### config.mk
export PLATFORM = sky130hd
export DESIGN_NAME = muldiv_ctrl
export DESIGN_NICKNAME = d
export VERILOG_FILES = /design/src/rtl/muldiv_ctrl_pkg.sv /design/src/rtl/muldiv_step.sv /design/src/rtl/muldiv_ctrl.sv
export SDC_FILE = /design/constraint.sdc
export NUM_CORES = 2
export LEC_CHECK = 0
export CAP_MARGIN = 20
export CORE_MARGIN = 2
export CORE_UTILIZATION = 35
export DETAILED_ROUTE_END_ITERATION = 12
export PLACE_DENSITY = 0.55
export SLEW_MARGIN = 30
export SYNTH_ARGS = -nofsm -noshare
export SYNTH_HDL_FRONTEND = slang
export SYNTH_SLANG_ARGS = --single-unit
### constraint.sdc
create_clock -name clk -period 7.02 [get_ports clk]
set_input_delay 1.404 -clock clk [delete_from_list [all_inputs] [get_ports clk]]
set_output_delay 1.404 -clock clk [all_outputs]
set_load 0.02 [all_outputs]
### src/rtl/muldiv_ctrl_pkg.sv
// Shared opcode definitions and helpers for the iterative multiply/divide unit.
package muldiv_ctrl_pkg;

    localparam int ALUOP_WIDTH = 5;

    localparam logic [ALUOP_WIDTH-1:0] ALUOP_MUL  = 5'd15;
    localparam logic [ALUOP_WIDTH-1:0] ALUOP_DIV  = 5'd16;
    localparam logic [ALUOP_WIDTH-1:0] ALUOP_DIVU = 5'd17;
    localparam logic [ALUOP_WIDTH-1:0] ALUOP_REM  = 5'd18;
    localparam logic [ALUOP_WIDTH-1:0] ALUOP_REMU = 5'd19;

    typedef enum logic {
        STEP_MUL = 1'b0,
        STEP_DIV = 1'b1
    } step_mode_t;

    function automatic logic is_muldiv(input logic [ALUOP_WIDTH-1:0] op);
        return (op >= ALUOP_MUL) && (op <= ALUOP_REMU);
    endfunction

    function automatic logic is_signed_div(input logic [ALUOP_WIDTH-1:0] op);
        return (op == ALUOP_DIV) || (op == ALUOP_REM);
    endfunction

endpackage

### src/rtl/muldiv_step.sv
// One radix-2 iteration: shift-add for multiply, restoring shift-subtract for divide.
module muldiv_step
    import muldiv_ctrl_pkg::*;
#(
    parameter int XLEN = 64
) (
    input  logic            mode,
    input  logic [XLEN-1:0] acc_in,
    input  logic [XLEN-1:0] work_in,
    input  logic [XLEN-1:0] opnd_in,
    output logic [XLEN-1:0] acc_out,
    output logic [XLEN-1:0] work_out,
    output logic [XLEN-1:0] opnd_out
);

    logic [XLEN:0] shifted;
    logic [XLEN:0] diff;

    always_comb begin
        // The remainder stays below the divisor, so one extra bit holds the shifted value.
        shifted  = {acc_in, work_in[XLEN-1]};
        diff     = shifted - {1'b0, opnd_in};
        acc_out  = acc_in;
        work_out = work_in;
        opnd_out = opnd_in;
        if (mode == STEP_DIV) begin
            if (!diff[XLEN]) begin
                acc_out  = diff[XLEN-1:0];
                work_out = {work_in[XLEN-2:0], 1'b1};
            end else begin
                acc_out  = shifted[XLEN-1:0];
                work_out = {work_in[XLEN-2:0], 1'b0};
            end
        end else begin
            acc_out  = acc_in + (work_in[0] ? opnd_in : '0);
            work_out = work_in >> 1;
            opnd_out = opnd_in << 1;
        end
    end

endmodule

### src/rtl/muldiv_ctrl.sv
// Iterative multiply/divide controller: one radix-2 step per cycle, with
// divide-by-zero, signed-overflow and unknown-opcode results resolved at accept.
module muldiv_ctrl
    import muldiv_ctrl_pkg::*;
#(
    parameter int XLEN = 64
) (
    input  logic                   clk,
    input  logic                   rst_n,
    input  logic                   in_valid,
    output logic                   in_ready,
    input  logic [ALUOP_WIDTH-1:0] aluop,
    input  logic [XLEN-1:0]        src_a,
    input  logic [XLEN-1:0]        src_b,
    input  logic                   flush,
    output logic                   out_valid,
    input  logic                   out_ready,
    output logic [XLEN-1:0]        result,
    output logic                   busy
);

    typedef enum logic [1:0] {
        IDLE = 2'd0,
        CALC = 2'd1,
        DONE = 2'd2
    } state_t;

    localparam int                CNT_W     = $clog2(XLEN + 1);
    localparam logic [CNT_W-1:0]  LAST_STEP = CNT_W'(XLEN - 1);
    localparam logic [XLEN-1:0]   MOST_NEG  = {1'b1, {(XLEN-1){1'b0}}};

    state_t                 state_reg, state_next;
    logic [CNT_W-1:0]       cnt_reg, cnt_next;
    logic [ALUOP_WIDTH-1:0] op_reg, op_next;
    logic [XLEN-1:0]        acc_reg, acc_next;
    logic [XLEN-1:0]        work_reg, work_next;
    logic [XLEN-1:0]        opnd_reg, opnd_next;
    logic                   neg_q_reg, neg_q_next;
    logic                   neg_r_reg, neg_r_next;
    logic [XLEN-1:0]        result_reg, result_next;

    logic [XLEN-1:0] acc_step, work_step, opnd_step;
    logic [XLEN-1:0] quo_fix, rem_fix, calc_result;
    logic [XLEN-1:0] a_mag, b_mag;
    logic            signed_op;
    step_mode_t      step_mode;

    assign step_mode = (op_reg == ALUOP_MUL) ? STEP_MUL : STEP_DIV;

    muldiv_step #(
        .XLEN     (XLEN)
    ) u_step (
        .mode     (step_mode),
        .acc_in   (acc_reg),
        .work_in  (work_reg),
        .opnd_in  (opnd_reg),
        .acc_out  (acc_step),
        .work_out (work_step),
        .opnd_out (opnd_step)
    );

    assign signed_op = is_signed_div(aluop);
    assign a_mag     = src_a[XLEN-1] ? -src_a : src_a;
    assign b_mag     = src_b[XLEN-1] ? -src_b : src_b;

    // Signs are applied to the outputs of the final step so DONE is reached without an extra cycle.
    assign quo_fix = neg_q_reg ? -work_step : work_step;
    assign rem_fix = neg_r_reg ? -acc_step : acc_step;

    always_comb begin
        calc_result = '0;
        case (op_reg)
            ALUOP_MUL:  calc_result = acc_step;
            ALUOP_DIV:  calc_result = quo_fix;
            ALUOP_DIVU: calc_result = work_step;
            ALUOP_REM:  calc_result = rem_fix;
            ALUOP_REMU: calc_result = acc_step;
            default:    calc_result = '0;
        endcase
    end

    always_comb begin
        state_next  = state_reg;
        cnt_next    = cnt_reg;
        op_next     = op_reg;
        acc_next    = acc_reg;
        work_next   = work_reg;
        opnd_next   = opnd_reg;
        neg_q_next  = neg_q_reg;
        neg_r_next  = neg_r_reg;
        result_next = result_reg;

        case (state_reg)
            IDLE: begin
                if (in_valid && !flush) begin
                    op_next     = aluop;
                    cnt_next    = '0;
                    acc_next    = '0;
                    neg_q_next  = signed_op & (src_a[XLEN-1] ^ src_b[XLEN-1]);
                    neg_r_next  = signed_op & src_a[XLEN-1];
                    result_next = '0;
                    if (!is_muldiv(aluop)) begin
                        state_next = DONE;
                    end else if ((aluop != ALUOP_MUL) && (src_b == '0)) begin
                        state_next  = DONE;
                        result_next = ((aluop == ALUOP_DIV) || (aluop == ALUOP_DIVU)) ? '1 : src_a;
                    end else if (signed_op && (src_a == MOST_NEG) && (&src_b)) begin
                        state_next  = DONE;
                        result_next = (aluop == ALUOP_DIV) ? src_a : '0;
                    end else begin
                        state_next = CALC;
                        if (aluop == ALUOP_MUL) begin
                            work_next = src_b;
                            opnd_next = src_a;
                        end else begin
                            work_next = signed_op ? a_mag : src_a;
                            opnd_next = signed_op ? b_mag : src_b;
                        end
                    end
                end
            end
            CALC: begin
                if (flush) begin
                    state_next = IDLE;
                end else begin
                    acc_next  = acc_step;
                    work_next = work_step;
                    opnd_next = opnd_step;
                    cnt_next  = cnt_reg + 1'b1;
                    if (cnt_reg == LAST_STEP) begin
                        state_next  = DONE;
                        result_next = calc_result;
                    end
                end
            end
            DONE: begin
                if (flush || out_ready) begin
                    state_next = IDLE;
                end
            end
            default: state_next = IDLE;
        endcase
    end

    always_ff @(posedge clk or negedge rst_n) begin
        if (!rst_n) begin
            state_reg  <= IDLE;
            cnt_reg    <= '0;
            op_reg     <= '0;
            acc_reg    <= '0;
            work_reg   <= '0;
            opnd_reg   <= '0;
            neg_q_reg  <= 1'b0;
            neg_r_reg  <= 1'b0;
            result_reg <= '0;
        end else begin
            state_reg  <= state_next;
            cnt_reg    <= cnt_next;
            op_reg     <= op_next;
            acc_reg    <= acc_next;
            work_reg   <= work_next;
            opnd_reg   <= opnd_next;
            neg_q_reg  <= neg_q_next;
            neg_r_reg  <= neg_r_next;
            result_reg <= result_next;
        end
    end

    assign in_ready  = (state_reg == IDLE);
    assign busy      = (state_reg != IDLE);
    assign out_valid = (state_reg == DONE);
    assign result    = out_valid ? result_reg : '0;

endmodule
==> summary.md <==
| Metric | Value |
|---|---|
| Pwr dens | 284.4 nW/um^2 |
| Die area | 92640 sq um |
| Crit path max-delay cell type | nor4b_1 |
| Final hold vios | 0 |
| Worst min path class | register to register |
| H-Tree Depth | 2 |
| Psw | 0.005114 W |
| Post-cts sizing count | 0 |
| Minimum clock period | 6729 ps |
| Drt via density | about 6.3 |
| Detailed Place HPWL | 120.5 mm |
| Detailed Route Iter0 Violations | 4722 |
| Worst-Margin Slew | 1079 ps |
| Comb pwr share | between 50% and 60% |
| Clock Sinks | 272 |
| Post-route DRC | 0 |
| Routed vias | approximately 36k |
| First-pass GRT wire length | 224.8 mm |
| Post-synthesis sequential area ratio | 21.56% |
| Port Buffer Count | roughly 200 |
| Initial antenna violation count | 4 |
| Crit path max fanout | 12 |
| Synthesized area | 31580 sq um |
| Largest net degree at the start of global routing | 146 |
| Root buffer cell | clkbuf_16 |
| Total gr overflow | 0 |
| Clock share of power | a little over a fifth |
| Clock Path Buffers | 3 |
| Final Skew | just under 30 ps |
| Detail Route Antenna Nets | 0 |
| Die Span Y | 304.4 um |
| Leakage Power | 14.77 nW |
| VDD IR max | 0.1948 mV |
| Ys async rst share | 100.0% |
| Hold buffers post-CTS | 0 |
| Syn-to-layout area delta | 16.06% |
| Fmax | 148.6 MHz |
| Vias in the first global route | 32.96k |
| PnR Total Power | 0.01042 W |
| Crit Path Category | register to register |
| GPL Wtd Cong | 1.000 |
| Worst Setup End Kind | register |
| Count of different cell masters after synthesis | between 100 and 150 |
| Post-synth EDFFs | 0 |
| Final Cycle Share | 95.85% |
| Top cells by area, synth | dfrtp_1 22%, a21oi_1 8.5%, nor2_1 6.7% |
| Cell count after synthesis | 4479 |
| Syn nets | around 4.8k |
| Pins Over Slew Limit | 0 |
| Slew headroom | ~27% |
| Core ar. | 89740 sq um |
| Top FF cell, synth | dfrtp_1 |
| CP top delay family | simple AND/OR/NAND/NOR gates |
| Synthesized area per cell | 7.050 sq um |
| DR pass1 iterations | 9 |
| Setup bufs post-CTS | 0 |
| CTS Buf Count | 38 |
| Setup TNS | 0 ps |
| Max Cap Viol | 0 |
| Setup-failing EPs final | 0 |
| Die width | between 300 and 400 um |
| DRT Wirelength | 155.1 mm |
| Final nets | roughly 4.8k |
| Buf/Inv on CP | 1 |
| # fillers | 9540 |
| Worst EP required | around 7500 ps |
| CTS tree | built |
| Yosys reg bits | between 200 and 300 |
| Ports | 205 |
| Switch share | 49.06% |
| Rows | 110 |
| Sequential Power Share | around a quarter |
| WL/cell | approximately 27 um |
| Int Power | 0.005310 W |
| Type of origin of the critical path | register |
| Status | finished clean |
| CP arrival | 7240 ps |
| Yosys top cell by area | dfrtp_1 |
| Area share of the largest cell type after synthesis | 21.56% |
| Initial Utilization | a little over a third |
| RSZ-0062 raised after global routing | false |
| Worst stage delay on the critical path | 660 ps |
| Clock transition at path regs | 60 ps |
| Global Route Usage Sum | 32.09% |
| Synth warn | 0 |
| Clk_lat worst skew | just under 600 ps |
| Ratio of cells with drive above 1 in the final layout | 6.306% |
cell families (layout without fill, tap and decap cells):
logic type / Yosys count / count (layout) / share of synthesized area (%)
and+or+nand+nor: 1684 / 1684 / 25.39
AOI/OAI and AO/OA: 1562 / 1562 / 30.97
buffers and inverters: 431 / 551 / 5.342
xor gates and xnor gates: 311 / 311 / 8.627
DFF: 272 / 272 / 21.56
adders and majority gates: 135 / 135 / 5.397
muxes: 84 / 84 / 2.714
other: 0 / 2 / 0
synthesized netlist by cell type (21+ instances only):
| cell | n |
|---|---|
| nand3_1 | 69 |
| xor2_1 | 135 |
| a211oi_1 | 168 |
| and2_1 | 158 |
| nor2_1 | 565 |
| nand2_1 | 435 |
| a22o_1 | 33 |
| inv_1 | 134 |
| o211ai_1 | 34 |
| or4_1 | 21 |
| a21oi_1 | 538 |
| nand4_1 | 84 |
| a31oi_1 | 60 |
| o21ai_0 | 333 |
| o31ai_1 | 55 |
| ha_1 | 133 |
| nor3_1 | 106 |
| nand2b_1 | 30 |
| o21bai_1 | 40 |
| dfrtp_1 | 272 |
| buf_2 | 35 |
| a21o_1 | 46 |
| xnor2_1 | 176 |
| or3_1 | 48 |
| nor4_1 | 42 |
| mux2i_1 | 73 |
| clkbuf_1 | 240 |
| o22ai_1 | 30 |
| and3_1 | 25 |
metal layers:
layer,GRT usage [%],share of wire (%)
met5,0,0.0084
met1,46.15,44
met2,46.33,41
met3,6.734,11
met4,12.87,4.6
cells in the final DEF (no fill, tap or decap), types with 29 or more instances in the layout:
cell type	netlist	final
xnor2_1	176	176
ha_1	133	133
nand2b_1	30	29
a22o_1	33	33
buf_4	4	132
o21ai_0	333	332
dfrtp_1	272	272
o31ai_1	55	55
and2_1	158	158
clkdlybuf4s50_1	0	203
o22ai_1	30	30
a211oi_1	168	168
clkbuf_16	0	41
o211ai_1	34	34
inv_1	134	134
mux2i_1	73	73
nand3_1	69	69
nand2_1	435	432
a31oi_1	60	60
o21bai_1	40	40
nor3_1	106	106
or3_1	48	48
xor2_1	135	135
a21o_1	46	46
nor2_1	565	558
a21oi_1	538	536
nor4_1	42	42
nand4_1	84	84
power groups by stage:
stage / registers [W] / clock network [W] / logic [W]
after floorplan: 0.00234 / 0 / 0.00360
after global placement: 0.00255 / 0 / 0.00548
after detailed placement: 0.00256 / 0 / 0.00547
after CTS: 0.00253 / 0.00219 / 0.00551
after global routing: 0.00261 / 0.00225 / 0.00609
final: 0.00256 / 0.00217 / 0.00570
tightest hold or removal path, delay by kind of cell, from the launching register on:
kind               cells  cell delay, ps
AOI/OAI and AO/OA      1              60
DFF                    1             340
and+or+nand+nor        1              40
final cells by class:
class	instances	area, sq um	share of cell area, %
Antenna cell	2	5.005	0.01366
Clock buffer	56	1192	3.254
Clock inverter	13	172.7	0.4712
Inverter	135	506.7	1.383
Multi-Input combinational cell	3776	23220	63.37
Sequential cell	272	6807	18.57
Tap cell	1176	1471	4.015
Timing Repair Buffer	347	3268	8.918
worst paths after layout:
kind | depth (start not counted) | slack (ps) | from | to
setup / recovery | 25 | 290 | acc_reg[58] | result_reg[60]
hold / removal | 2 | 480 | result_reg[5] | result_reg[5]
setup reg to reg | 25 | 290 | acc_reg[58] | result_reg[60]
hold reg to reg | 2 | 480 | result_reg[5] | result_reg[5]
max in group asynchronous | 2 | 5060 | rst_n | acc_reg[33]
min in group asynchronous | 1 | 770 | rst_n | work_reg[8]
per-stage QoR:
stage               hold slack [ps]  setup slack, ps  instances  instance area (sq um)  util (%)
finish                        479.2            291.1       5777                  36650     40.84
global placement              458.4            404.8       5703                  35190     39.22
CTS                           483.7            508.5       5775                  36630     40.82
detailed placement            470.8            348.7       5706                  35270     39.30
global route                  496.7            32.41       5776                  36640     40.84
floorplan                     441.8            954.9       4479                  31580         -
No activity file was read; power rests on OpenSTA's default activity.
